[config.mk]
export PLATFORM = sky130hd
export DESIGN_NAME = reg_bank_arbiter
export DESIGN_NICKNAME = d
export VERILOG_FILES = /design/src/rtl/reg_bank_arbiter.sv
export SDC_FILE = /design/constraint.sdc
export NUM_CORES = 1
export LEC_CHECK = 0
export ABC_AREA = 1
export CAP_MARGIN = 20
export CORE_UTILIZATION = 40
export DETAILED_ROUTE_END_ITERATION = 12
export PLACE_DENSITY = 0.81
export SYNTH_ARGS = -nofsm -noshare
export SYNTH_HDL_FRONTEND = slang
export SYNTH_SLANG_ARGS = --single-unit
[constraint.sdc]
create_clock -name clk_i -period 2.74 [get_ports clk_i]
set_input_delay 0.548 -clock clk_i [delete_from_list [all_inputs] [get_ports clk_i]]
set_output_delay 0.548 -clock clk_i [all_outputs]
set_load 0.01 [all_outputs]
[src/rtl/reg_bank_arbiter.sv]
// reg_bank_arbiter: shares one register-bank access port between NREQ requesters.
// Round-robin arbitration with optional locked bursts (capped at MAX_BURST beats).
// Grants and bank commands are registered; read data is registered one cycle later.
// Optional macro REG_ARB_PRIO_EN: requester 0 takes fixed top priority while arbitrating.
module reg_bank_arbiter #(
    parameter int unsigned WL        = 32,
    parameter int unsigned AL        = 5,
    parameter int unsigned NREQ      = 3,
    parameter int unsigned MAX_BURST = 4
) (
    input  logic               clk_i,
    input  logic               rst_ni,
    input  logic [NREQ-1:0]    req_i,
    input  logic [NREQ-1:0]    req_we_i,
    input  logic [NREQ-1:0]    req_lock_i,
    input  logic [NREQ*AL-1:0] req_addr_i,
    input  logic [NREQ*WL-1:0] req_wdata_i,
    output logic [NREQ-1:0]    gnt_o,
    output logic [NREQ-1:0]    rsp_valid_o,
    output logic [WL-1:0]      rsp_data_o,
    output logic               rb_wr_en_o,
    output logic               rb_rd_en_o,
    output logic [AL-1:0]      rb_addr_o,
    output logic [WL-1:0]      rb_wdata_o,
    input  logic [WL-1:0]      rb_rdata_i
);

    localparam int unsigned PW = $clog2(NREQ);

    typedef enum logic [0:0] {StArb, StOwned} state_e;

    state_e          state_q, state_d;
    logic [PW-1:0]   ptr_q, ptr_d;
    logic [PW-1:0]   owner_q, owner_d;
    logic [3:0]      burst_q, burst_d;
    logic [NREQ-1:0] gnt_q, gnt_d;
    logic            rb_wr_en_q, rb_wr_en_d;
    logic            rb_rd_en_q, rb_rd_en_d;
    logic [AL-1:0]   rb_addr_q, rb_addr_d;
    logic [WL-1:0]   rb_wdata_q, rb_wdata_d;
    logic [NREQ-1:0] rsp_valid_q;
    logic [WL-1:0]   rsp_data_q;

    logic [NREQ-1:0] elig;
    logic [NREQ-1:0] owner_mask;
    logic            found;
    logic            prio_hit;
    logic [PW-1:0]   win;
    int unsigned     idx;
    int unsigned     nxt;

    // Winner selection, FSM next state and the registered bank command.
    always_comb begin
        state_d    = state_q;
        ptr_d      = ptr_q;
        owner_d    = owner_q;
        burst_d    = burst_q;
        gnt_d      = '0;
        rb_wr_en_d = 1'b0;
        rb_rd_en_d = 1'b0;
        rb_addr_d  = rb_addr_q;
        rb_wdata_d = rb_wdata_q;
        found      = 1'b0;
        prio_hit   = 1'b0;
        win        = '0;
        idx        = 0;
        nxt        = 0;
        owner_mask = '0;

        // A beat whose grant is visible now must not be issued twice.
        elig = req_i & ~gnt_q;
        if (state_q == StOwned) begin
            owner_mask[owner_q] = 1'b1;
            elig = elig & owner_mask;
        end

`ifdef REG_ARB_PRIO_EN
        if (state_q == StArb && elig[0]) begin
            found    = 1'b1;
            prio_hit = 1'b1;
            win      = '0;
        end
`endif

        for (int unsigned k = 0; k < NREQ; k++) begin
            idx = (32'(ptr_q) + k) % NREQ;
            if (!found && elig[idx]) begin
                found = 1'b1;
                win   = PW'(idx);
            end
        end

        if (found) begin
            gnt_d[win] = 1'b1;
            rb_wr_en_d = req_we_i[win];
            rb_rd_en_d = ~req_we_i[win];
            rb_addr_d  = req_addr_i[win*AL +: AL];
            rb_wdata_d = req_wdata_i[win*WL +: WL];
            // Pointer moves past the winner, which also covers forced release.
            if (!prio_hit) begin
                nxt   = (32'(win) + 1) % NREQ;
                ptr_d = PW'(nxt);
            end
            if (state_q == StArb) begin
                if (req_lock_i[win] && MAX_BURST > 1) begin
                    state_d = StOwned;
                    owner_d = win;
                    burst_d = 4'd1;
                end
            end else begin
                if (!req_lock_i[win] || (burst_q + 4'd1) >= 4'(MAX_BURST)) begin
                    state_d = StArb;
                    burst_d = 4'd0;
                end else begin
                    burst_d = burst_q + 4'd1;
                end
            end
        end else if (state_q == StOwned && !req_i[owner_q]) begin
            state_d = StArb;
            burst_d = 4'd0;
        end
    end

    // Arbiter state, grant and bank command registers.
    always_ff @(posedge clk_i or negedge rst_ni) begin
        if (!rst_ni) begin
            state_q    <= StArb;
            ptr_q      <= '0;
            owner_q    <= '0;
            burst_q    <= 4'd0;
            gnt_q      <= '0;
            rb_wr_en_q <= 1'b0;
            rb_rd_en_q <= 1'b0;
            rb_addr_q  <= '0;
            rb_wdata_q <= '0;
        end else begin
            state_q    <= state_d;
            ptr_q      <= ptr_d;
            owner_q    <= owner_d;
            burst_q    <= burst_d;
            gnt_q      <= gnt_d;
            rb_wr_en_q <= rb_wr_en_d;
            rb_rd_en_q <= rb_rd_en_d;
            rb_addr_q  <= rb_addr_d;
            rb_wdata_q <= rb_wdata_d;
        end
    end

    // Capture read data during the read grant; pulse rsp_valid to that requester next cycle.
    always_ff @(posedge clk_i or negedge rst_ni) begin
        if (!rst_ni) begin
            rsp_valid_q <= '0;
            rsp_data_q  <= '0;
        end else begin
            rsp_valid_q <= rb_rd_en_q ? gnt_q : '0;
            if (rb_rd_en_q) begin
                rsp_data_q <= rb_rdata_i;
            end
        end
    end

    assign gnt_o       = gnt_q;
    assign rsp_valid_o = rsp_valid_q;
    assign rsp_data_o  = rsp_data_q;
    assign rb_wr_en_o  = rb_wr_en_q;
    assign rb_rd_en_o  = rb_rd_en_q;
    assign rb_addr_o   = rb_addr_q;
    assign rb_wdata_o  = rb_wdata_q;

endmodule

==> impl_summary.md, run 1 <==
Worst setup path
The arrival time of the worst setup path is 2.62 ns. The category of cells accounting for the largest share of critical-path delay is simple AND/OR/NAND/NOR gates. Along the worst path, the maximum fanout reaches 9. The buffering stage count on the worst path with inverters included is 4. The most repeated library cell on the critical path is sky130_fd_sc_hd__nand2_1. The critical path launch point type is a register. The reg-to-reg startpoint is ptr_q[1].

The critical path's largest stage delay is 0.38 ns. The critical path is of the register to register type. The slowest stage of the critical path belongs to the cell sky130_fd_sc_hd__dfrtp_1. For flop-to-flop paths, the worst setup slack is 0.38 ns. STA classifies the critical path endpoint as a register. STA puts the critical path data required time at 3.00 ns.

The endpoint identified for the worst register-to-register timing path is burst_q[0]. The worst register-to-register path has a depth of 17. The signal on the critical path passes through inv_1 > ha_1 > inv_1 > nand3_1 > nand3_1 > nand2_2 > nand2_1 > inv_2 > nand3_2 > nand2_4 > nand2_1 > nand3_1 > nand2_1 > nand2_2 > nand2_1 > inv_1 > nand2_1.

Global routing
The first global-routing pass estimated 19330 microns of wire. The initial antenna violation count is 0. The overflow left after global routing is 0. The number of global-route vias before repair came to 4278.

Entering global routing, the biggest net connects 52 pins. For this run, the total global-route usage over all layers was measured as 0.2168.

STA
The number of failing hold endpoints at the final stage was 0. Headroom to the max-slew limit came out at 0.6689. The slew at the pin with the worst max-slew slack is 0.4967 ns. The number of setup violations in the final report is 0. The max-slew violation count is 0. Of the available clock period, the critical path in the final layout requires 0.8614. The summed negative setup slack over all endpoints is 0 ns. The worst setup skew after layout is 0.01413 ns. The worst path in the final design needs a cycle of 2.360 ns, including I/O delays and setup.

Setup repair after global routing left no endpoint under its margin. The timing-limited maximum frequency is 423.7 MHz.

Finish
Leaving out fill and tap cells, the most frequent cells in the layout are sky130_fd_sc_hd__clkdlybuf4s50_1, sky130_fd_sc_hd__nand2_1, sky130_fd_sc_hd__dfrtp_1. In the final design database the tool counted 891 nets. The end-of-flow core utilization is 0.6566.

The combined area of the multi-input logic cells is 0.001884 sq mm. The fill cell total of the finished layout is 871. Leaving out fill and tap cells, the most frequent cell in the layout is sky130_fd_sc_hd__clkdlybuf4s50_1.

The number of antenna diodes in the final layout is 0. The area added between synthesis and finish is 60.07%. Across the whole layout, storage elements account for 0.002152 sq mm. Of the cells placed in the final design, the portion with a size suffix greater than 1 is 0.1007.

Clock network
Clock tree synthesis inserted a total of 9 buffers. The number of levels the H-tree was split into is 3. The clock drives 86 sinks. TritonCTS built the clock tree. The root buffer cell chosen for the clock tree is sky130_fd_sc_hd__clkbuf_8. At the later pin of the worst-skew pair, clock insertion delay measures 0.36 ns. The clock-pin slew reported for the worst setup and hold paths after clock tree synthesis is 0.08 ns. In this run, post-CTS repair resized a total of 0 instances. Hold repair after CTS inserted 0 buffers.

Post-CTS timing repair inserted 0 buffers for setup. The number of buffers on the longest clock path is 2.

Hold path
The type of the most critical hold path is primary input to asynchronous set/reset pin.

Routing
The detail-routed via count per cell is 5.026. For this run, design rule violations remaining after detail routing come to 0. The iteration count of the initial detailed-routing pass is 4. The starting DRC count in detailed routing is 191.

After detailed routing, the average wire length per cell comes to 14.17 microns. The sum of routed wire length over all layers is 12400 microns. Detailed routing inserted a total of 4398 vias. The number of nets with antenna violations after routing is 0.

Synthesis
The total number of yosys warnings is 0. The mean instance size in the synthesized netlist is 8.753 sq um. The number of distinct library cells after synthesis is 29.

The sequential share of the synthesized area is 0.4840. The synthesized cell area is 0.004447 sq mm. The number of nets in the synthesized netlist is 668. The gate count of the mapped netlist is 508. The flip-flop and latch count after synthesis is 86.

Floorplan
The core region is 0.01084 sq mm. The effective utilization at floorplan is 0.4102. In this run the vertical extent of the chip is 107.4 microns. The number of cell rows is 38. The horizontal die dimension is 107.4 microns. The number of ports placed on the die boundary is 231. The die area is 0.01154 sq mm.

Placement
Routability-driven placement finished with a final weighted congestion of 0.8932. The quantity of I/O buffers inserted on ports is 230. The half-perimeter wire length of the detailed placement result is 9610 microns.

Run
The number of violations of the max-capacitance limit is 0.

Pwr
The cell area power density is 1469 mW/mm^2. The leakage dissipation is 3.180 nW. The worst IR drop on VDD is 0.9192 mV.

Outcome
The run finished with clean final reports.
## report_power, final
part	switching [mW]	leakage (nW)	internal [mW]
Sequential	0.336	1.02	2.00
Combinational	3.90	2.06	3.23
Clock	0.436	0.109	0.559
## synth_stat cells (all sizes together)
master	n	area, sq um
a21oi	2	13.76
a31oi	38	244.0
and2	1	6.260
buf	25	143.9
clkbuf	4	15.01
dfrtp	86	2152
ha	6	75.07
inv	67	251.5
mux2	32	360.4
nand2	124	485.5
nand3	23	140.1
nand3b	1	7.510
nand4	4	25.02
nor2	48	187.7
o211ai	38	285.3
o21ai	5	25.02
o21bai	1	7.510
o22ai	1	6.260
or2	1	6.260
xnor2	1	8.760
## state kept, by name, indices dropped and copies added, names as in the netlist
| register | cells |
|---|---|
| gnt_o | 3 |
| rb_rd_en_o | 1 |
| rb_wdata_o | 32 |
| rsp_data_o | 32 |
| owner_q | 2 |
| rb_addr_o | 5 |
| ptr_q | 2 |
| state_q | 1 |
| burst_q | 4 |
| rb_wr_en_o | 1 |
| rsp_valid_o | 3 |
## metrics by stage
step / hold WS, ns / cell area [sq um] / setup slack [ns] / cells / power [mW]
finish: 0.1506 / 7118 / 0.3797 / 875 / 10.46
global route: 0.1643 / 7118 / 0.1187 / 875 / 11.42
CTS: 0.1500 / 7118 / 0.3770 / 875 / 10.57
detailed placement: 0.4851 / 6895 / 0.05982 / 860 / 9.546
global placement: 0.4861 / 6895 / 0.1455 / 860 / 9.272
floorplan: 0.2524 / 4447 / 0.6726 / 508 / 7.053
## logic make-up (layout without fill, tap and decap cells)
group | Yosys count | in the layout | share of synthesized area
mux | 32 | 32 | 0.08104
simple gates | 202 | 202 | 0.1930
buf+inv | 96 | 323 | 0.09229
flops | 86 | 86 | 0.4840
fa+ha+maj | 6 | 6 | 0.01688
xor+xnor | 1 | 1 | 0.001970
compound gates | 85 | 85 | 0.1308
## per-layer routing
metal / vias to the layer above / routed length (microns) / track usage
met4: 0 / 302 / 0.09980
met2: 205 / 6222 / 0.3880
met1: 2045 / 4914 / 0.2393
li1: 2124 / - / -
met3: 24 / 961 / 0.05690
met5: - / 0 / 0
## worst max-delay path by stage
stage	endpoint	cells past startpoint	from	slack, ns
after floorplan	ptr_q[0]	14	ptr_q[0]	0.67
after global placement	rb_wdata_o[5]	13	req_i[1]	0.15
after detailed placement	rb_wdata_o[5]	13	req_i[1]	0.06
after CTS	rb_rd_en_o	14	ptr_q[1]	0.38
after global routing	burst_q[0]	17	ptr_q[1]	0.12
final	burst_q[0]	17	ptr_q[1]	0.38
## layout make-up
type | instances | area share
Tap cell | 140 | 0.02461
Sequential cell | 86 | 0.3023
Multi-Input combinational cell | 326 | 0.2647
Inverter | 67 | 0.03533
Clock inverter | 3 | 0.009492
Timing Repair Buffer | 241 | 0.3417
Clock buffer | 12 | 0.02180
(Power assumes the default switching activity.)
==> run 2: changes to the inputs <==
Settings changed: CELL_PAD_IN_SITES_DETAIL_PLACEMENT from default to 1, CELL_PAD_IN_SITES_GLOBAL_PLACEMENT from default to 1, CORE_UTILIZATION 40 to 28, PLACE_DENSITY 0.81 to default, PLACE_DENSITY_LB_ADDON from default to 0.1, REMOVE_ABC_BUFFERS from default to 1.
==> run 2 against run 1 <==
Net effect:
- clock power rose by 22%
- highest routed layer unchanged
- via count fell by 0.80%
- sequential share of layout area fell by 0.83 points
- largest cell class unchanged
- clock skew fell by 0.0045 ns
- final cell count rose by 8.1%
- total power rose by 5.7%
- utilization fell by 18 points
- global-route usage fell by 2.7 points
- first-iteration DRC count fell by 40%
- critical endpoint unchanged
- die area rose by 42%
- hold slack improved by 0.073 ns
- wire length rose by 20%
==> impl_summary.md, run 2 (synthesized netlist as in run 1, its figures left out) <==
Worst setup path
The setup slack of the most critical reg-to-reg path is 0.34 ns (-0.03 ns). The worst setup path is captured at a register. The launching element of the worst setup path is ptr_q[1]. The critical path's largest stage delay was 0.38 ns (about the same).

The critical path start-end classification is register to register. The critical path goes through inv_1 > ha_1 > inv_1 > nand3_1 > nand3_1 > nand2_2 > nand2_1 > inv_2 > nand3_2 > nand2_4 > nand2_1 > nand3_1 > nand2_1 > nand2_2 > nand2_1 > inv_1 > nand2_1. The largest individual stage delay along the critical path comes from the cell sky130_fd_sc_hd__dfrtp_1. The critical path required time is 2.97 ns (-0.03 ns).

The arrival time of the worst setup path is 2.63 ns (about the same). The buffering stage count on the worst path with inverters included is 4 (unchanged). The maximum fanout count along the critical path is 11 (+2). The critical path launch point type is a register.

The worst register-to-register path begins at ptr_q[1]. The most repeated library cell on the critical path is sky130_fd_sc_hd__nand2_1. On the critical path the largest part of the delay comes from simple AND/OR/NAND/NOR gates.

Clock network
The number of buffers inserted by hold repair at cts is 0 (unchanged). The clock-pin slew reported for the worst setup and hold paths after clock tree synthesis is 0.06 ns (-0.02 ns). The number of levels the H-tree was split into was 3 (unchanged). The insertion delay to the later sink of the worst-skew pair is 0.34 ns (-0.02 ns). The buffer type at the clock tree root is sky130_fd_sc_hd__clkbuf_16. The total clock buffers created by CTS was 9 (unchanged). The number of buffers on the longest clock path is 2 (unchanged).

The total of cells resized after clock tree synthesis was 0 (unchanged). The clock tree from TritonCTS is built. The clock net sink count came to 86 (unchanged). The number of post-CTS setup repair buffers is 0 (unchanged).

Pwr
The proportion of total power due to net switching was 0.4480 (+0.001492). The internal power summed over all cells was 6.103 mW (+5.4%). The switching power was 4.952 mW (+6.1%).

The worst IR drop on VDD is 1.044 mV (+14%). The part of the power in the clock network is 0.110 (+0.015). The cell area power density is 1511 mW/mm^2 (+2.8%).

The leakage dissipation was 3.231 nW (+1.6%). The relative contribution of combinational cells to total power came to 0.678 (-0.004). The portion of total power attributed to sequential cells is 0.213 (-0.010).

Placement
The placer congestion estimate is 0.8107 (-9.2%). The quantity of I/O buffers inserted on ports is 230 (unchanged). The half-perimeter wire length of the detailed placement result is 11560 microns (+20%).

The post-placement worst setup slack was 0.009879 ns (-0.04994 ns). The placed cell count is 930 (+8.1%).

Floorplan
The area of the core is 0.01537 sq mm (+42%). The number of ports placed on the die boundary came to 231 (unchanged). The effective utilization at floorplan was 0.2893 (-0.1209). The die area came to 0.01639 sq mm (+42%). The die height came to 128.0 microns (+19%). The number of cell rows is 45 (+18%). The horizontal die dimension is 128.0 microns (+19%).

Finish
The fraction of final layout cells with drive strength greater than 1 is 0.1007 (unchanged). The end-of-flow core utilization is 0.4761 (-0.1805). The final non-filler cell total is 946 (+8.1%).

The fill cell total of the finished layout is 1746 (+100%). The library cell used most frequently in the layout, excluding fill and tap cells, is sky130_fd_sc_hd__clkdlybuf4s50_1. The area added between synthesis and finish is 64.58%. The antenna cell count is 0 (unchanged). In the layout the commonest cells are sky130_fd_sc_hd__clkdlybuf4s50_1, sky130_fd_sc_hd__nand2_1, sky130_fd_sc_hd__dfrtp_1.

The number of nets in the layout came to 890 (-0.11%).

Routing
The total vias in the final route is 4363 (-0.80%). The sum of routed wire length over all layers is 14890 microns (+20%). The detailed-route DRC error count is 0 (unchanged). The starting DRC count in detailed routing was 115 (-40%). The number of nets with antenna violations after routing is 0 (unchanged).

The iteration count of the initial detailed-routing pass is 4 (unchanged). The per-cell routed wire length is 15.74 microns (+11%). The detail-routed via count per cell is 4.612 (-8.2%).

Global routing
The maximum number of pins on one net before global-route repair is 47 (-9.6%). The overall fraction of global-route tracks in use was 0.1903 (-0.02653). The overflow left after global routing came to 0 (unchanged). The initial antenna violation count was 0 (unchanged). The number of global-route vias before repair came to 4650 (+8.7%). The first-pass GRT wire length is 23790 microns (+23%).

Run
The number of violations of the max-capacitance limit is 0 (unchanged).

STA
The time the worst path needs with I/O delays and setup came to 2.395 ns (+0.03477 ns). The slew at the pin with the worst max-slew slack is 0.6422 ns (+0.1456 ns). The worst relative slew slack is 0.5718 (-0.09706). The worst setup skew after layout came to 0.009579 ns (-0.004550 ns).

The number of setup violations in the final report is 0 (unchanged). The max-slew violation count is 0 (unchanged). The timing-limited maximum frequency was 417.5 MHz (-1.5%). Setup repair after global routing left no endpoint under its margin. The final-layout worst hold slack is 0.2241 ns (+0.07349 ns).

The number of failing hold endpoints at the final stage came to 0 (unchanged). The final worst setup slack came to 0.3449 ns (-0.03477 ns). The summed negative setup slack over all endpoints is 0 ns (unchanged). The post-route clock period utilization came to 0.8741 (+0.01269).

Hold path
The type of the most critical hold path is primary input to asynchronous set/reset pin.

Outcome
The run finished with clean final reports.
==> run 2: changes by cell type in the layout (fill, tap and decap cells not counted) <==
cell                         change
sky130_fd_sc_hd__clkbuf_8       -11
sky130_fd_sc_hd__clkbuf_16       +9
sky130_fd_sc_hd__buf_4           -5
sky130_fd_sc_hd__buf_12          +4
sky130_fd_sc_hd__clkinv_2        +3
sky130_fd_sc_hd__clkinv_4        +2
sky130_fd_sc_hd__bufinv_16       -1
sky130_fd_sc_hd__clkinvlp_4      -1
==> run 2: per-stage QoR <==
stage	power, mW	cell area (sq um)
after floorplan	6.473	4288
after global placement	9.741	7027
after detailed placement	10.01	7027
after CTS	11.28	7318
after global routing	12.12	7318
final	11.06	7318
==> run 2: power by group through the flow <==
| stage | Combinational (mW) | Sequential [mW] | Clock (mW) |
|---|---|---|---|
| floorplan | 3.82 | 2.65 | 0 |
| global placement | 7.40 | 2.34 | 0 |
| detailed placement | 7.63 | 2.38 | 0 |
| CTS | 7.64 | 2.37 | 1.26 |
| global route | 8.38 | 2.44 | 1.30 |
| finish | 7.49 | 2.35 | 1.21 |
==> run 2: layout make-up <==
cell class | instances | area [sq um] | area share
inverters | 67 | 251.5 | 0.03436
well taps | 211 | 264.0 | 0.03607
clock buffers | 10 | 229.0 | 0.03129
multi-input cells | 326 | 1884 | 0.2575
clock inverters | 6 | 62.56 | 0.008548
repair buffers | 240 | 2475 | 0.3382
flip-flops and latches | 86 | 2152 | 0.2941
==> run 2: layer usage <==
metal,global-route usage,wire length (microns),part of all wire
met1,0.2240,6380,0.43
met2,0.3181,6850,0.46
met3,0.06219,1344,0.090
met4,0.08028,318,0.021
met5,0,0,0
==> run 2: path summary, 6_finish.rpt <==
path	end	depth (start not counted)
max in group asynchronous	rsp_data_o[4]	2
setup reg to reg	burst_q[0]	17
hold reg to reg	rsp_valid_o[2]	2
min in group clk_i	rsp_valid_o[2]	2
setup / recovery	burst_q[0]	17
hold / removal	rsp_data_o[5]	1
==> run 2: worst register-to-register path, stage by stage, from the launching register on <==
cell                      delay [ns]
sky130_fd_sc_hd__dfrtp_1        0.38
sky130_fd_sc_hd__inv_1          0.08
sky130_fd_sc_hd__ha_1           0.28
sky130_fd_sc_hd__inv_1          0.16
sky130_fd_sc_hd__nand3_1        0.12
sky130_fd_sc_hd__nand3_1        0.11
sky130_fd_sc_hd__nand2_2        0.12
sky130_fd_sc_hd__nand2_1        0.09
sky130_fd_sc_hd__inv_2          0.07
sky130_fd_sc_hd__nand3_2        0.12
sky130_fd_sc_hd__nand2_4        0.19
sky130_fd_sc_hd__nand2_1        0.08
sky130_fd_sc_hd__nand3_1        0.10
sky130_fd_sc_hd__nand2_1        0.10
sky130_fd_sc_hd__nand2_2        0.13
sky130_fd_sc_hd__nand2_1        0.07
sky130_fd_sc_hd__inv_1          0.05
sky130_fd_sc_hd__nand2_1        0.05
